--- config.mk ---
export PLATFORM = sky130hd
export DESIGN_NAME = keypad_scan_flat
export DESIGN_NICKNAME = d
export VERILOG_FILES = /design/src/rtl/keypad_pkg.sv /design/src/rtl/keypad_if.sv /design/src/rtl/keypad_row_sync.sv /design/src/rtl/keypad_scan.sv /design/src/flat_wrapper.sv
export SDC_FILE = /design/constraint.sdc
export NUM_CORES = 1
export LEC_CHECK = 0
export ABC_CLOCK_PERIOD_IN_PS = 3200
export CORE_ASPECT_RATIO = 1.4
export CORE_MARGIN = 2
export CORE_UTILIZATION = 57
export DETAILED_ROUTE_END_ITERATION = 10
export PLACE_DENSITY_LB_ADDON = 0.08
export SLEW_MARGIN = 20
export SYNTH_ARGS = -nofsm -noshare
export SYNTH_HDL_FRONTEND = slang
export SYNTH_HIERARCHICAL = 1
export SYNTH_SLANG_ARGS = --single-unit
--- constraint.sdc ---
create_clock -name CLK -period 3.2 [get_ports CLK]
set_input_delay 0.32 -clock CLK [delete_from_list [all_inputs] [get_ports CLK]]
set_output_delay 0.32 -clock CLK [all_outputs]
set_load 0.01 [all_outputs]
--- src/rtl/keypad_pkg.sv ---
// keypad_pkg: shared FSM states, code constants and key-map decode
// for the 4x4 keypad scanner (keypad_scan, keypad_row_sync, keypad_if).
package keypad_pkg;

    localparam int NUM_W = 5;

    localparam logic [3:0] ROWS_IDLE = 4'b1111;
    localparam logic [3:0] COL_FIRST = 4'b1110;

    localparam logic [NUM_W-1:0] NUM_NONE   = 5'd31;
    localparam logic [NUM_W-1:0] KEY_START  = 5'd10;
    localparam logic [NUM_W-1:0] KEY_CLEAR  = 5'd11;
    localparam logic [NUM_W-1:0] KEY_ENTER  = 5'd12;
    localparam logic [NUM_W-1:0] KEY_IGNORE = 5'd15;

    typedef enum logic [2:0] {
        SCAN,
        DEBOUNCE,
        LOAD,
        HOLD,
        UNLOAD
    } kp_state_t;

    // True when exactly one line of an active-low group is low.
    function automatic logic one_low(input logic [3:0] v);
        return $countones(~v) == 1;
    endfunction

    // Index of the low line; only meaningful when one_low() holds.
    function automatic logic [1:0] low_idx(input logic [3:0] v);
        logic [1:0] idx;
        idx = 2'd0;
        for (int i = 0; i < 4; i++) begin
            if (!v[i]) idx = 2'(i);
        end
        return idx;
    endfunction

    function automatic logic is_digit(input logic [NUM_W-1:0] code);
        return code <= 5'd9;
    endfunction

    // Rows r0..r3 x cols c0..c3:
    // 1 2 3 A / 4 5 6 B / 7 8 9 C / * 0 # D
    function automatic logic [NUM_W-1:0] key_decode(
        input logic [1:0] row,
        input logic [1:0] col
    );
        logic [NUM_W-1:0] code;
        case ({row, col})
            4'h0:    code = 5'd1;
            4'h1:    code = 5'd2;
            4'h2:    code = 5'd3;
            4'h3:    code = KEY_START;
            4'h4:    code = 5'd4;
            4'h5:    code = 5'd5;
            4'h6:    code = 5'd6;
            4'h7:    code = KEY_CLEAR;
            4'h8:    code = 5'd7;
            4'h9:    code = 5'd8;
            4'hA:    code = 5'd9;
            4'hB:    code = KEY_ENTER;
            4'hD:    code = 5'd0;
            default: code = KEY_IGNORE;
        endcase
        return code;
    endfunction

endpackage

--- src/rtl/keypad_if.sv ---
// keypad_if: key-code bus from the keypad scanner to the charger controller.
// master drives num/start/clear/enter/startSet; slave samples them.
interface keypad_if;
    import keypad_pkg::*;

    logic [NUM_W-1:0] num;
    logic             start;
    logic             clear;
    logic             enter;
    logic             startSet;

    modport master (output num, start, clear, enter, startSet);
    modport slave  (input  num, start, clear, enter, startSet);

endinterface

--- src/rtl/keypad_row_sync.sv ---
// keypad_row_sync: 2-FF synchroniser for the asynchronous keypad rows.
// Ports: CLK, nRST (sync, active-low), row_in[3:0] async, rs[3:0] synced.
module keypad_row_sync
    import keypad_pkg::*;
(
    input  logic       CLK,
    input  logic       nRST,
    input  logic [3:0] row_in,
    output logic [3:0] rs
);

    logic [3:0] meta_q;

    always_ff @(posedge CLK) begin
        if (!nRST) begin
            meta_q <= ROWS_IDLE;
            rs     <= ROWS_IDLE;
        end else begin
            meta_q <= row_in;
            rs     <= meta_q;
        end
    end

endmodule

--- src/rtl/keypad_scan.sv ---
// keypad_scan: 4x4 active-low keypad scanner, debouncer and decoder.
// Ports: CLK; nRST sync active-low; row_in[3:0] async rows;
// col_out[3:0] one-cold column drive; kif (master) key codes + startSet.
// Option KEYPAD_AUTOREPEAT_EN: held digits re-strobe startSet.
module keypad_scan
    import keypad_pkg::*;
#(
    parameter int SCAN_TICKS     = 25,
    parameter int DEBOUNCE_SCANS = 4,
    parameter int REPEAT_TICKS   = 12500
) (
    input  logic       CLK,
    input  logic       nRST,
    input  logic [3:0] row_in,
    output logic [3:0] col_out,
    keypad_if.master   kif
);

    localparam int TW = $clog2(SCAN_TICKS);
    localparam int CW = $clog2(DEBOUNCE_SCANS + 1);
    localparam logic [TW-1:0] TICK_LAST = TW'(SCAN_TICKS - 1);
    localparam logic [CW-1:0] CNT_DONE  = CW'(DEBOUNCE_SCANS);

    if (SCAN_TICKS < 2) begin : g_bad_scan
        $error("SCAN_TICKS must be at least 2");
    end
    if (DEBOUNCE_SCANS < 1) begin : g_bad_deb
        $error("DEBOUNCE_SCANS must be at least 1");
    end
    if (REPEAT_TICKS < 2) begin : g_bad_rep
        $error("REPEAT_TICKS must be at least 2");
    end

    kp_state_t        state_q, state_n;
    logic [TW-1:0]    tick_q;
    logic [CW-1:0]    cnt_q, cnt_n, cnt_inc;
    logic [3:0]       col_q, col_n;
    logic [3:0]       pat_q, pat_n;
    logic [3:0]       rs;
    logic [NUM_W-1:0] key_q, key_n, scan_code;
    logic             sample, gap_n, code_on;

    logic [NUM_W-1:0] num_q;
    logic             start_q, clear_q, enter_q, ss_q;

    keypad_row_sync u_sync (
        .CLK    (CLK),
        .nRST   (nRST),
        .row_in (row_in),
        .rs     (rs)
    );

    assign sample    = (tick_q == TICK_LAST);
    assign cnt_inc   = (cnt_q == CNT_DONE) ? cnt_q : cnt_q + 1'b1;
    assign scan_code = key_decode(low_idx(rs), low_idx(col_q));
    assign code_on   = (state_n == LOAD) || (state_n == HOLD)
                    || (state_n == UNLOAD);

    always_comb begin
        state_n = state_q;
        col_n   = col_q;
        pat_n   = pat_q;
        key_n   = key_q;
        cnt_n   = cnt_q;
        unique case (state_q)
            SCAN: begin
                if (sample) begin
                    if (one_low(rs) && scan_code != KEY_IGNORE) begin
                        pat_n   = rs;
                        key_n   = scan_code;
                        cnt_n   = CW'(1);
                        state_n = (DEBOUNCE_SCANS <= 1) ? LOAD : DEBOUNCE;
                    end else begin
                        col_n = {col_q[2:0], col_q[3]};
                    end
                end
            end
            DEBOUNCE: begin
                if (sample) begin
                    if (rs == pat_q) begin
                        cnt_n = cnt_inc;
                        if (cnt_inc >= CNT_DONE) state_n = LOAD;
                    end else begin
                        // Bounce: give up and move on to the next column.
                        state_n = SCAN;
                        col_n   = {col_q[2:0], col_q[3]};
                    end
                end
            end
            LOAD: begin
                state_n = HOLD;
                cnt_n   = '0;
            end
            HOLD: begin
                // Count consecutive all-high samples as release.
                if (sample) begin
                    if (rs == ROWS_IDLE) begin
                        cnt_n = cnt_inc;
                        if (cnt_inc >= CNT_DONE) state_n = UNLOAD;
                    end else begin
                        cnt_n = '0;
                    end
                end
            end
            UNLOAD: begin
                state_n = SCAN;
            end
            default: begin
                state_n = SCAN;
            end
        endcase
    end

    always_ff @(posedge CLK) begin
        if (!nRST) begin
            state_q <= SCAN;
            tick_q  <= '0;
            cnt_q   <= '0;
            col_q   <= COL_FIRST;
            pat_q   <= ROWS_IDLE;
            key_q   <= KEY_IGNORE;
        end else begin
            state_q <= state_n;
            tick_q  <= sample ? '0 : tick_q + 1'b1;
            cnt_q   <= cnt_n;
            col_q   <= col_n;
            pat_q   <= pat_n;
            key_q   <= key_n;
        end
    end

`ifdef KEYPAD_AUTOREPEAT_EN
    localparam int RW = $clog2(REPEAT_TICKS);
    localparam logic [RW-1:0] REP_LAST = RW'(REPEAT_TICKS - 1);

    logic [RW-1:0] rep_q;

    // One-cycle startSet gap; the counter restarts on each gap.
    assign gap_n = (state_q == HOLD) && (state_n == HOLD)
                && is_digit(key_q) && (rep_q == REP_LAST);

    always_ff @(posedge CLK) begin
        if (!nRST || gap_n || state_q != HOLD) begin
            rep_q <= '0;
        end else begin
            rep_q <= rep_q + 1'b1;
        end
    end
`else
    assign gap_n = 1'b0;
`endif

    // Outputs follow the next state so codes lead startSet by
    // one cycle on press and trail it by one cycle on release.
    always_ff @(posedge CLK) begin
        if (!nRST) begin
            num_q   <= NUM_NONE;
            start_q <= 1'b0;
            clear_q <= 1'b0;
            enter_q <= 1'b0;
            ss_q    <= 1'b0;
        end else begin
            if (code_on) begin
                num_q   <= is_digit(key_n) ? key_n : NUM_NONE;
                start_q <= (key_n == KEY_START);
                clear_q <= (key_n == KEY_CLEAR);
                enter_q <= (key_n == KEY_ENTER);
            end else begin
                num_q   <= NUM_NONE;
                start_q <= 1'b0;
                clear_q <= 1'b0;
                enter_q <= 1'b0;
            end
            ss_q <= (state_n == HOLD) && !gap_n;
        end
    end

    assign col_out      = col_q;
    assign kif.num      = num_q;
    assign kif.start    = start_q;
    assign kif.clear    = clear_q;
    assign kif.enter    = enter_q;
    assign kif.startSet = ss_q;

endmodule

--- src/flat_wrapper.sv ---
// flat-port wrapper written by rule: the top's interface ports become plain ports
module keypad_scan_flat import keypad_pkg::*;
#(
    parameter int SCAN_TICKS     = 25,
    parameter int DEBOUNCE_SCANS = 4,
    parameter int REPEAT_TICKS   = 12500
)
  (CLK, nRST, row_in, col_out, kif_num, kif_start, kif_clear, kif_enter, kif_startSet);
  keypad_if kif_i ();
  input  logic CLK;
  input  logic nRST;
  input  logic [3:0] row_in;
  output logic [3:0] col_out;
  output wire logic [$bits(kif_i.num)-1:0] kif_num;
  output wire logic [$bits(kif_i.start)-1:0] kif_start;
  output wire logic [$bits(kif_i.clear)-1:0] kif_clear;
  output wire logic [$bits(kif_i.enter)-1:0] kif_enter;
  output wire logic [$bits(kif_i.startSet)-1:0] kif_startSet;
  assign kif_num = kif_i.num;
  assign kif_start = kif_i.start;
  assign kif_clear = kif_i.clear;
  assign kif_enter = kif_i.enter;
  assign kif_startSet = kif_i.startSet;
  keypad_scan #(.SCAN_TICKS(SCAN_TICKS), .DEBOUNCE_SCANS(DEBOUNCE_SCANS), .REPEAT_TICKS(REPEAT_TICKS)) u_core (.CLK(CLK), .nRST(nRST), .row_in(row_in), .col_out(col_out), .kif(kif_i));
endmodule
==> flow_metrics.py, run 1 <==
metrics = {
    "finish": {
        "final_core_util_pct": 67.1,
        "final_nets": 262,
        "syn_to_final_growth_pct": 14.8,
        "layout-drive-gt1-share_pct": 12.8,
        "antenna_cells": 0,
    },
    "pwr": {
        "p_per_area_nw_per_um2": 383,
        "intPower_mw": 0.702,
        "finalPower_mw": 0.920,
        "swShare_pct": 23.7,
        "power_frac_comb_pct": 8.1,
        "p_switching_mw": 0.218,
        "clockPowerShare_pct": 34.8,
        "ir_worst_vdd_mv": 0.345,
        "seqPwrFrac_pct": 57.1,
        "leakagePower_nw": 0.966,
    },
    "routing": {
        "totalWireLength_um": 4000,
        "wl_per_cell_um": 14.1,
        "drtAntennaViolNets": 0,
        "dr.pass1.iters": 4,
        "vias": 1630,
        "drc_errors": 0,
        "drt-vias-per-instance": 5.74,
        "first_iter_violations": 43,
    },
    "synth": {
        "netlist_instances": 218,
        "synth_area_per_cell_um2": 9.60,
        "synth_edf_count": 0,
        "synth_top_area_cell": "dfxtp_1",
        "synth.area.top_cells": "dfxtp_1 39%, ha_1 7.8%, nand2_1 3.6%, mux2i_1 3.3%, nand3_1 3.3%",
        "synth_seq_cells": 41,
        "yosysMostFrequentCell": "dfxtp_1",
        "ys_seq_area_share_pct": 39.2,
        "ys_types": 58,
        "async_flop_share_pct": 0,
        "yosys-top-cells-count": "41 x dfxtp_1, 20 x nand2_1, 14 x nand3_1",
        "ys_dominant_reg_cell": "dfxtp_1",
        "synthesis.area_um2": 2090,
        "yosys_warnings": 6,
        "synthesis.nets": 238,
        "yosys.area.top_type_share_pct": 39.2,
    },
    "cts": {
        "htreeDepth": 2,
        "root_buffer": "clkbuf_8",
        "clk_transition_reported_paths_ns": 0.07,
        "cts_sinks": 41,
        "cts_tree": "built",
        "clock_latency_ns": 0.29,
        "cts_buffer_depth": 2,
        "cts_made_buffers": 5,
    },
    "die": {
        "die_w_um": 55.2,
        "placeableCoreArea_um2": 3580,
        "num_io_pins": 19,
        "start_util_pct": 58.5,
        "rows": 26,
        "die_area_um2": 4180,
        "die_y_um": 75.7,
    },
    "critical_path": {
        "crit_required_ns": 3.43,
        "criticalPathCategory": "flop to flop",
        "r2r_end": "u_core/kif.num[2]$_SDFF_PN1_",
        "start_kind": "flop",
        "endpoint_kind": "flop",
        "rrSetupSlack_ns": 0.33,
        "r2r-start": "u_core/u_sync/rs[1]$_SDFF_PN1_",
        "arrival_ns": 3.10,
        "reg2regPathDepth": 10,
        "crit_end": "u_core/kif.num[2]$_SDFF_PN1_",
        "startpoint": "u_core/u_sync/rs[1]$_SDFF_PN1_",
        "crit_fanout": 9,
    },
    "timing": {
        "min_period_ns": 2.87,
        "tightestPinTransition_ns": 0.424,
        "finClkSkew_ns": 0.00428,
        "finalSetupViolations": 0,
        "maxSlewViolCount": 0,
        "rsz0062_at_grt": "no",
        "hold_viol": 0,
        "fin_setup_tns_ns": 0,
        "slew_headroom_pct": 71.6,
        "fin_crit_sh_pct": 89.7,
        "max_freq_mhz": 349,
    },
    "global_routing": {
        "grt_pass1_vias": 1468,
        "grt_overflow_total": 0,
        "top_usage_layer": "met2",
        "grt.total_usage_pct": 19.8,
        "grtUsageMet3_pct": 5.60,
        "grt_antenna_before_repair": 0,
        "grt_pass1_wl_um": 6510,
        "grt_max_degree": 30,
        "use_met1_pct": 21.3,
        "use_met2_pct": 35.8,
    },
    "job": {
        "maxCapViolations": 0,
    },
    "outcome": {
        "status": "finished, final reports clean",
    },
    "place": {
        "io_buffers": 18,
        "dp.final_hpwl_um": 2950,
        "place_congestion": 0.795,
    },
    "min_path": {
        "hp-class": "flop to flop",
    },
}
stage by stage:
| step | std cells | hold WS [ns] | setup slack, ns | instance area [um^2] |
|---|---|---|---|---|
| detailed placement | 274 | 0.396 | 0.268 | 2300 |
| finish | 284 | 0.413 | 0.331 | 2400 |
| floorplan | 218 | 0.386 | 0.579 | 2090 |
| global placement | 274 | 0.389 | 0.354 | 2300 |
| CTS | 281 | 0.414 | 0.240 | 2380 |
| global route | 284 | 0.422 | 0.126 | 2400 |
how the worst min path moves through the flow:
stage	slack (ns)	from	to	cells past startpoint
final	0.41	u_core/u_sync/meta_q[0]$_SDFF_PN1_	u_core/u_sync/rs[0]$_SDFF_PN1_	1
after global routing	0.42	u_core/u_sync/meta_q[0]$_SDFF_PN1_	u_core/u_sync/rs[0]$_SDFF_PN1_	1
after CTS	0.41	u_core/u_sync/meta_q[0]$_SDFF_PN1_	u_core/u_sync/rs[0]$_SDFF_PN1_	1
after detailed placement	0.40	u_core/u_sync/meta_q[0]$_SDFF_PN1_	u_core/u_sync/rs[0]$_SDFF_PN1_	1
after global placement	0.39	u_core/u_sync/meta_q[2]$_SDFF_PN1_	u_core/u_sync/rs[2]$_SDFF_PN1_	1
after floorplan	0.39	u_core/u_sync/meta_q[0]$_SDFF_PN1_	u_core/u_sync/rs[0]$_SDFF_PN1_	1
metal layers:
layer  part of all wire (%)  vias to the layer above
met5                      0                        -
met4                    1.4                        0
met3                    3.6                        6
met2                     54                       43
met1                     41                      765
li1                       -                      816
repair_timing:
item,CTS,global route
setup buffers,0,3
hold buffers,0,0
endpoints found under the setup margin,0,1
resized for setup,0,0
layout make-up:
cell class / count / area, um^2
fillers: 317 / 1180
repair buffers: 23 / 218
multi-input cells: 158 / 1180
flip-flops and latches: 41 / 821
clock buffers: 6 / 72.6
clock inverters: 1 / 8.76
well taps: 42 / 52.6
inverters: 13 / 48.8
power groups by stage:
stage,Clock (mW),Combinational [mW],Sequential [mW]
global route,0.356,0.0835,0.527
floorplan,0,0.0561,0.535
global placement,0,0.0720,0.537
detailed placement,0,0.0742,0.538
finish,0.320,0.0744,0.526
CTS,0.332,0.0746,0.525
kinds of logic (layout without fill, tap and decap cells):
kind of cell	Yosys count	after routing	synth area share, %
fa+ha+maj	14	14	8.73
simple gates	81	81	22.7
xor+xnor	7	7	3.29
buf+inv	19	43	4.36
mux	8	8	4.06
flops	41	41	39.2
compound gates	48	48	17.7
registers in the layout (all words and copies together) (netlist names), 3 cells and up:
signal,count
u_core/key_q,5
u_core/u_sync/rs,4
u_core/state_q,3
u_core/cnt_q,3
u_core/u_sync/meta_q,4
u_core/kif.num,5
u_core/col_out,4
u_core/tick_q,5
u_core/pat_q,4
cells in the final DEF, fill, tap and decap left out, drive strengths merged, types with 3 or more instances in the layout:
master	synthesis	final
nand4	5	5
and2	3	3
nand2	20	20
a21oi	8	8
inv	13	13
xor2	6	6
a211oi	3	3
nand3	14	14
ha	13	13
nand2b	10	10
buf	4	5
nor2	9	9
nor3	3	3
nor2b	5	5
clkbuf	2	6
mux2i	7	7
clkdlybuf4s50	0	18
o211ai	3	3
dfxtp	41	41
o21a	4	4
o21ai	15	15
critical path: stages (launching register included):
cell     delay, ns
dfxtp_1       0.43
fa_1          0.54
inv_1         0.04
ha_1          0.17
ha_1          0.28
nor4b_2       0.33
nand2_1       0.22
a21oi_4       0.20
buf_4         0.18
mux2_4        0.33
nand3_1       0.08
Note: power is estimated with default switching activity, not from simulation.
==> run 2, diff against run 1 <==
--- a/config.mk
+++ b/config.mk
@@ -6,8 +6,8 @@
 export NUM_CORES = 1
 export LEC_CHECK = 0
-export ABC_CLOCK_PERIOD_IN_PS = 3200
+export ABC_CLOCK_PERIOD_IN_PS = 3400
 export CORE_ASPECT_RATIO = 1.4
 export CORE_MARGIN = 2
-export CORE_UTILIZATION = 57
+export CORE_UTILIZATION = 58
 export DETAILED_ROUTE_END_ITERATION = 10
 export PLACE_DENSITY_LB_ADDON = 0.08
==> constraint.sdc (replaced) <==
create_clock -name CLK -period 3.4 [get_ports CLK]
set_input_delay 1.02 -clock CLK [delete_from_list [all_inputs] [get_ports CLK]]
set_output_delay 1.02 -clock CLK [all_outputs]
set_load 0.01 [all_outputs]
==> run 2 against run 1 <==
Final cell count shrank 1.4%. Non-clock buffer count shrank 3. Combinational power shrank 6.2%. Flip-flop and latch count is the same. Largest cell class unchanged. Register-to-register slack gained 0.14 ns. Sequential power shrank 6.1%. Worst hold slack lost 0.0031 ns.
==> flow_metrics.py, run 2 (same netlist as run 1, synthesis figures left out) <==
metrics = {
    "outcome": {
        "status": "finished, final reports clean",
    },
    "global_routing": {
        "grt_antenna_before_repair": 0,
        "grt.total_usage_pct": 23.4,
        "grt_overflow_total": 0,
        "grt_pass1_wl_um": 6930,
        "grt_pass1_vias": 1566,
        "grt_max_degree": 29,
    },
    "cts": {
        "cts_tree": "built",
        "postCtsResizedCells": 0,
        "htreeDepth": 2,
        "cts_sinks": 41,
        "root_buffer": "clkbuf_8",
        "cts_buffer_depth": 2,
        "cts_hold_buf": 0,
        "clk_transition_reported_paths_ns": 0.08,
        "cts_made_buffers": 5,
        "clock_latency_ns": 0.29,
        "post_cts_buffers": 0,
    },
    "timing": {
        "max_freq_mhz": 342,
        "hold_viol": 0,
        "slew_headroom_pct": 69.7,
        "tightestPinTransition_ns": 0.454,
        "finalSetupViolations": 0,
        "maxSlewViolCount": 0,
        "setup_slack_ns": 0.475,
        "fin_crit_sh_pct": 86.0,
        "hold_ws_ns": 0.409,
        "min_period_ns": 2.93,
        "rsz0062_at_grt": "no",
        "fin_setup_tns_ns": 0,
        "finClkSkew_ns": 0.00505,
    },
    "routing": {
        "dr.pass1.iters": 4,
        "drc_errors": 0,
        "totalWireLength_um": 4080,
        "first_iter_violations": 58,
        "vias": 1622,
        "drt-vias-per-instance": 5.79,
        "drtAntennaViolNets": 0,
        "wl_per_cell_um": 14.6,
    },
    "pwr": {
        "finalPower_mw": 0.870,
        "p_per_area_nw_per_um2": 365,
        "ir_worst_vdd_mv": 0.337,
        "leakagePower_nw": 0.953,
    },
    "finish": {
        "antenna_cells": 0,
        "fin_cells": 280,
        "syn_to_final_growth_pct": 13.8,
        "final_common_cell": "dfxtp_1",
        "design_area_um2": 2380,
        "layout_common_cells": "41 x dfxtp_1, 20 x nand2_1, 18 x clkdlybuf4s50_1",
        "layout-drive-gt1-share_pct": 12.5,
        "final_nets": 259,
        "final_core_util_pct": 69.9,
    },
    "place": {
        "dp_slack_ns": 0.478,
        "place_congestion": 0.831,
        "placed_cell_area_um2": 2300,
        "dp.final_hpwl_um": 3120,
        "io_buffers": 18,
        "dp_cells": 272,
    },
    "min_path": {
        "hold_path_depth": 1,
        "min_from": "u_core/u_sync/meta_q[0]$_SDFF_PN1_",
        "hp-class": "flop to flop",
    },
    "critical_path": {
        "startpoint": "u_core/u_sync/rs[1]$_SDFF_PN1_",
        "r2r-start": "u_core/u_sync/rs[1]$_SDFF_PN1_",
        "endpoint_kind": "flop",
        "crit_fanout": 13,
        "arrival_ns": 3.16,
        "start_kind": "flop",
        "reg2regPathDepth": 9,
        "criticalPathCategory": "flop to flop",
        "crit_required_ns": 3.63,
    },
    "die": {
        "die_area_um2": 4110,
        "start_util_pct": 61.4,
        "rows": 25,
        "num_io_pins": 19,
        "die_y_um": 75.1,
        "die_w_um": 54.8,
        "placeableCoreArea_um2": 3410,
    },
    "job": {
        "maxCapViolations": 0,
    },
}
-- run 2: path summary, 6_finish.rpt --
| path | to | slack [ns] |
|---|---|---|
| setup reg to reg | u_core/kif.num[0]$_SDFF_PN1_ | 0.47 |
| hold reg to reg | u_core/u_sync/rs[0]$_SDFF_PN1_ | 0.41 |
| setup / recovery | u_core/kif.num[0]$_SDFF_PN1_ | 0.47 |
| hold / removal | u_core/u_sync/rs[0]$_SDFF_PN1_ | 0.41 |
-- run 2: power breakdown --
group          total [mW]  switching, mW  internal (mW)
Combinational      0.0698         0.0384         0.0315
Sequential          0.494        0.00728          0.487
Clock               0.306          0.164          0.141
Total               0.870          0.210          0.660
-- run 2: per-layer routing --
| metal | part of all wire (%) | vias up | track usage (%) |
|---|---|---|---|
| li1 | - | 810 | - |
| met4 | 1.7 | 0 | 10.6 |
| met3 | 3.0 | 10 | 5.56 |
| met5 | 0 | - | 0 |
| met1 | 40 | 767 | 25.5 |
| met2 | 55 | 35 | 41.3 |
-- run 2: final cells by class --
class,count,area (um^2)
Fill cell,273,1030
Timing Repair Buffer,20,195
Multi-Input combinational cell,158,1180
Sequential cell,41,821
Clock buffer,5,68.8
Tap cell,40,50.0
Inverter,13,48.8
Clock inverter,3,17.5
-- run 2: critical path, stage by stage, from the launching register on --
cell     delay, ns
dfxtp_1       0.41
fa_1          0.54
inv_1         0.04
ha_1          0.17
ha_1          0.28
nor4b_2       0.33
nand2_1       0.21
a21oi_4       0.42
mux2_4        0.37
nand3_1       0.09
==> run 3, diff against run 2 <==
Settings changed: ABC_AREA set to 1.
==> run 3 against run 2 <==
Synthesized area rose by 0.30%. Largest power group unchanged. Largest cell class unchanged. Total power shrank 0.95%. Wire length is 5.4% lower. Fmax up 7.9%. Flip-flop and latch count stayed put. Non-clock buffer count shrank 1.
==> flow_metrics.py, run 3 <==
metrics = {
    "global_routing": {
        "grt_overflow_total": 0,
        "grt_pass1_vias": 1661,
        "grt.total_usage_pct": 22.5,
        "grt_antenna_before_repair": 0,
        "grt_pass1_wl_um": 6780,
        "grt_max_degree": 17,
    },
    "die": {
        "die_w_um": 54.9,
        "placeableCoreArea_um2": 3410,
        "die_area_um2": 4120,
        "num_io_pins": 19,
        "rows": 25,
        "die_y_um": 75.2,
        "start_util_pct": 61.6,
    },
    "timing": {
        "tightestPinTransition_ns": 0.551,
        "slew_headroom_pct": 63.1,
        "hold_viol": 0,
        "fin_crit_sh_pct": 79.7,
        "max_freq_mhz": 369,
        "min_period_ns": 2.71,
        "finClkSkew_ns": 0.00640,
        "rsz0062_at_grt": "no",
        "fin_setup_tns_ns": 0,
        "maxSlewViolCount": 0,
        "hold_ws_ns": 0.404,
        "finalSetupViolations": 0,
    },
    "synth": {
        "synthesis.nets": 290,
        "synth_seq_cells": 41,
        "yosysMostFrequentCell": "nand2_1",
        "netlist_instances": 270,
        "synth_top_area_cell": "dfxtp_1",
        "yosys.area.top_type_share_pct": 39.1,
        "ys_seq_area_share_pct": 39.1,
        "synth_edf_count": 0,
        "ys_types": 34,
        "yosys_warnings": 6,
        "async_flop_share_pct": 0,
        "yosys-top-cells-count": "56 x nand2_1, 42 x inv_1, 41 x dfxtp_1",
        "synth_area_per_cell_um2": 7.78,
        "ys_dominant_reg_cell": "dfxtp_1",
        "synthesis.area_um2": 2100,
        "synth.area.top_cells": "dfxtp_1 39%, nand2_1 10%, ha_1 7.7%, inv_1 7.5%, nand4_1 3.9%",
    },
    "cts": {
        "root_buffer": "clkbuf_8",
        "cts_made_buffers": 5,
        "cts_buffer_depth": 2,
        "cts_tree": "built",
        "postCtsResizedCells": 0,
        "cts_hold_buf": 0,
        "post_cts_buffers": 0,
        "htreeDepth": 2,
        "clk_transition_reported_paths_ns": 0.08,
        "clock_latency_ns": 0.29,
        "cts_sinks": 41,
    },
    "pwr": {
        "intPower_mw": 0.656,
        "leakagePower_nw": 1.16,
        "ir_worst_vdd_mv": 0.445,
        "clockPowerShare_pct": 35.1,
        "power_frac_comb_pct": 7.4,
        "p_per_area_nw_per_um2": 361,
        "p_switching_mw": 0.205,
        "seqPwrFrac_pct": 57.4,
        "swShare_pct": 23.8,
        "finalPower_mw": 0.862,
    },
    "critical_path": {
        "rrSetupSlack_ns": 0.69,
        "crit_required_ns": 3.59,
        "crit_fanout": 16,
        "reg2regPathDepth": 14,
        "arrival_ns": 2.90,
        "r2r_end": "u_core/kif.enter$_SDFF_PN0_",
        "criticalPathCategory": "flop to flop",
        "endpoint_kind": "flop",
        "start_kind": "flop",
        "r2r-start": "u_core/u_sync/rs[3]$_SDFF_PN1_",
    },
    "place": {
        "io_buffers": 18,
        "dp_cells": 324,
        "place_congestion": 0.892,
        "dp.final_hpwl_um": 2940,
    },
    "finish": {
        "regArea_um2": 821,
        "final_common_cell": "nand2_1",
        "antenna_cells": 0,
        "layout-drive-gt1-share_pct": 13.7,
        "syn_to_final_growth_pct": 13.6,
        "layout_common_cells": "56 x nand2_1, 42 x inv_1, 41 x dfxtp_1",
        "fin_cells": 332,
        "final_nets": 311,
        "fillers": 313,
        "multi_input_comb_area_um2": 1060,
    },
    "outcome": {
        "status": "finished, final reports clean",
    },
    "min_path": {
        "hp-class": "flop to flop",
        "min_from": "u_core/u_sync/meta_q[1]$_SDFF_PN1_",
        "min_to": "u_core/u_sync/rs[1]$_SDFF_PN1_",
        "hold_path_depth": 2,
    },
    "routing": {
        "drt-vias-per-instance": 5.15,
        "first_iter_violations": 41,
        "totalWireLength_um": 3860,
        "drc_errors": 0,
        "dr.pass1.iters": 4,
        "vias": 1710,
        "drtAntennaViolNets": 0,
        "wl_per_cell_um": 11.6,
    },
    "job": {
        "maxCapViolations": 0,
    },
}
==> run 3: layout make-up <==
cell class                 count  area share, %
multi-input combinational    175           44.4
sequential                    41           34.4
timing repair buffer          19           7.87
inverter                      49           7.71
clock buffer                   7           3.20
tap                           40           2.10
clock inverter                 1          0.315
==> run 3: cells by family (layout without fill, tap and decap cells) <==
group	after synthesis	after routing	synth area share (%)
flip-flops	41	41	39.1
AO/OA/AOI/OAI	30	30	9.53
XOR/XNOR	5	5	2.09
adder cells (fa/ha/maj)	14	14	8.70
AND/OR/NAND/NOR	126	126	30.2
buffers and inverters	54	76	10.4
==> run 3: how the worst max path moves through the flow <==
stage	startpoint	endpoint	slack [ns]
after CTS	u_core/u_sync/rs[3]$_SDFF_PN1_	u_core/kif.enter$_SDFF_PN0_	0.68
after global placement	u_core/u_sync/rs[3]$_SDFF_PN1_	u_core/kif.clear$_SDFF_PN0_	0.82
after global routing	u_core/u_sync/rs[3]$_SDFF_PN1_	u_core/kif.clear$_SDFF_PN0_	0.43
after floorplan	u_core/u_sync/rs[0]$_SDFF_PN1_	u_core/kif.enter$_SDFF_PN0_	1.08
final	u_core/u_sync/rs[3]$_SDFF_PN1_	u_core/kif.enter$_SDFF_PN0_	0.69
after detailed placement	u_core/u_sync/rs[3]$_SDFF_PN1_	u_core/kif.enter$_SDFF_PN0_	0.69
==> run 3: metrics by stage <==
step           utilization (%)  instance area (um^2)  setup WS (ns)
2_1_floorplan                -                  2100           1.08
3_3_place_gp              67.5                  2300          0.819
3_5_place_dp              67.5                  2300          0.690
4_1_cts                   70.0                  2390          0.680
5_1_grt                   70.0                  2390          0.434
6_report                  70.0                  2390          0.689
==> run 3: worst max-delay path, stage by stage, from the launching register on <==
cell     delay [ns]
dfxtp_1        0.56
fa_1           0.49
inv_1          0.06
ha_1           0.16
ha_1           0.23
inv_1          0.05
nand3_1        0.14
inv_1          0.13
nand4_4        0.25
nand2_1        0.16
inv_1          0.05
nor2_1         0.16
nor2_1         0.06
nand2_1        0.08
nor2_2         0.03
==> run 3: power groups by stage <==
stage,sequential (mW),combinational (mW),clock (mW)
after floorplan,0.504,0.0492,0
after global placement,0.506,0.0622,0
after detailed placement,0.506,0.0642,0
after CTS,0.495,0.0643,0.312
after global routing,0.496,0.0734,0.328
final,0.495,0.0642,0.303
==> run 3: metal layers <==
metal  global-route usage (%)  wire length [um]
met4                     11.1                70
met2                     39.4              2090
met1                     25.5              1620
met5                        0                 0
met3                     3.57                82
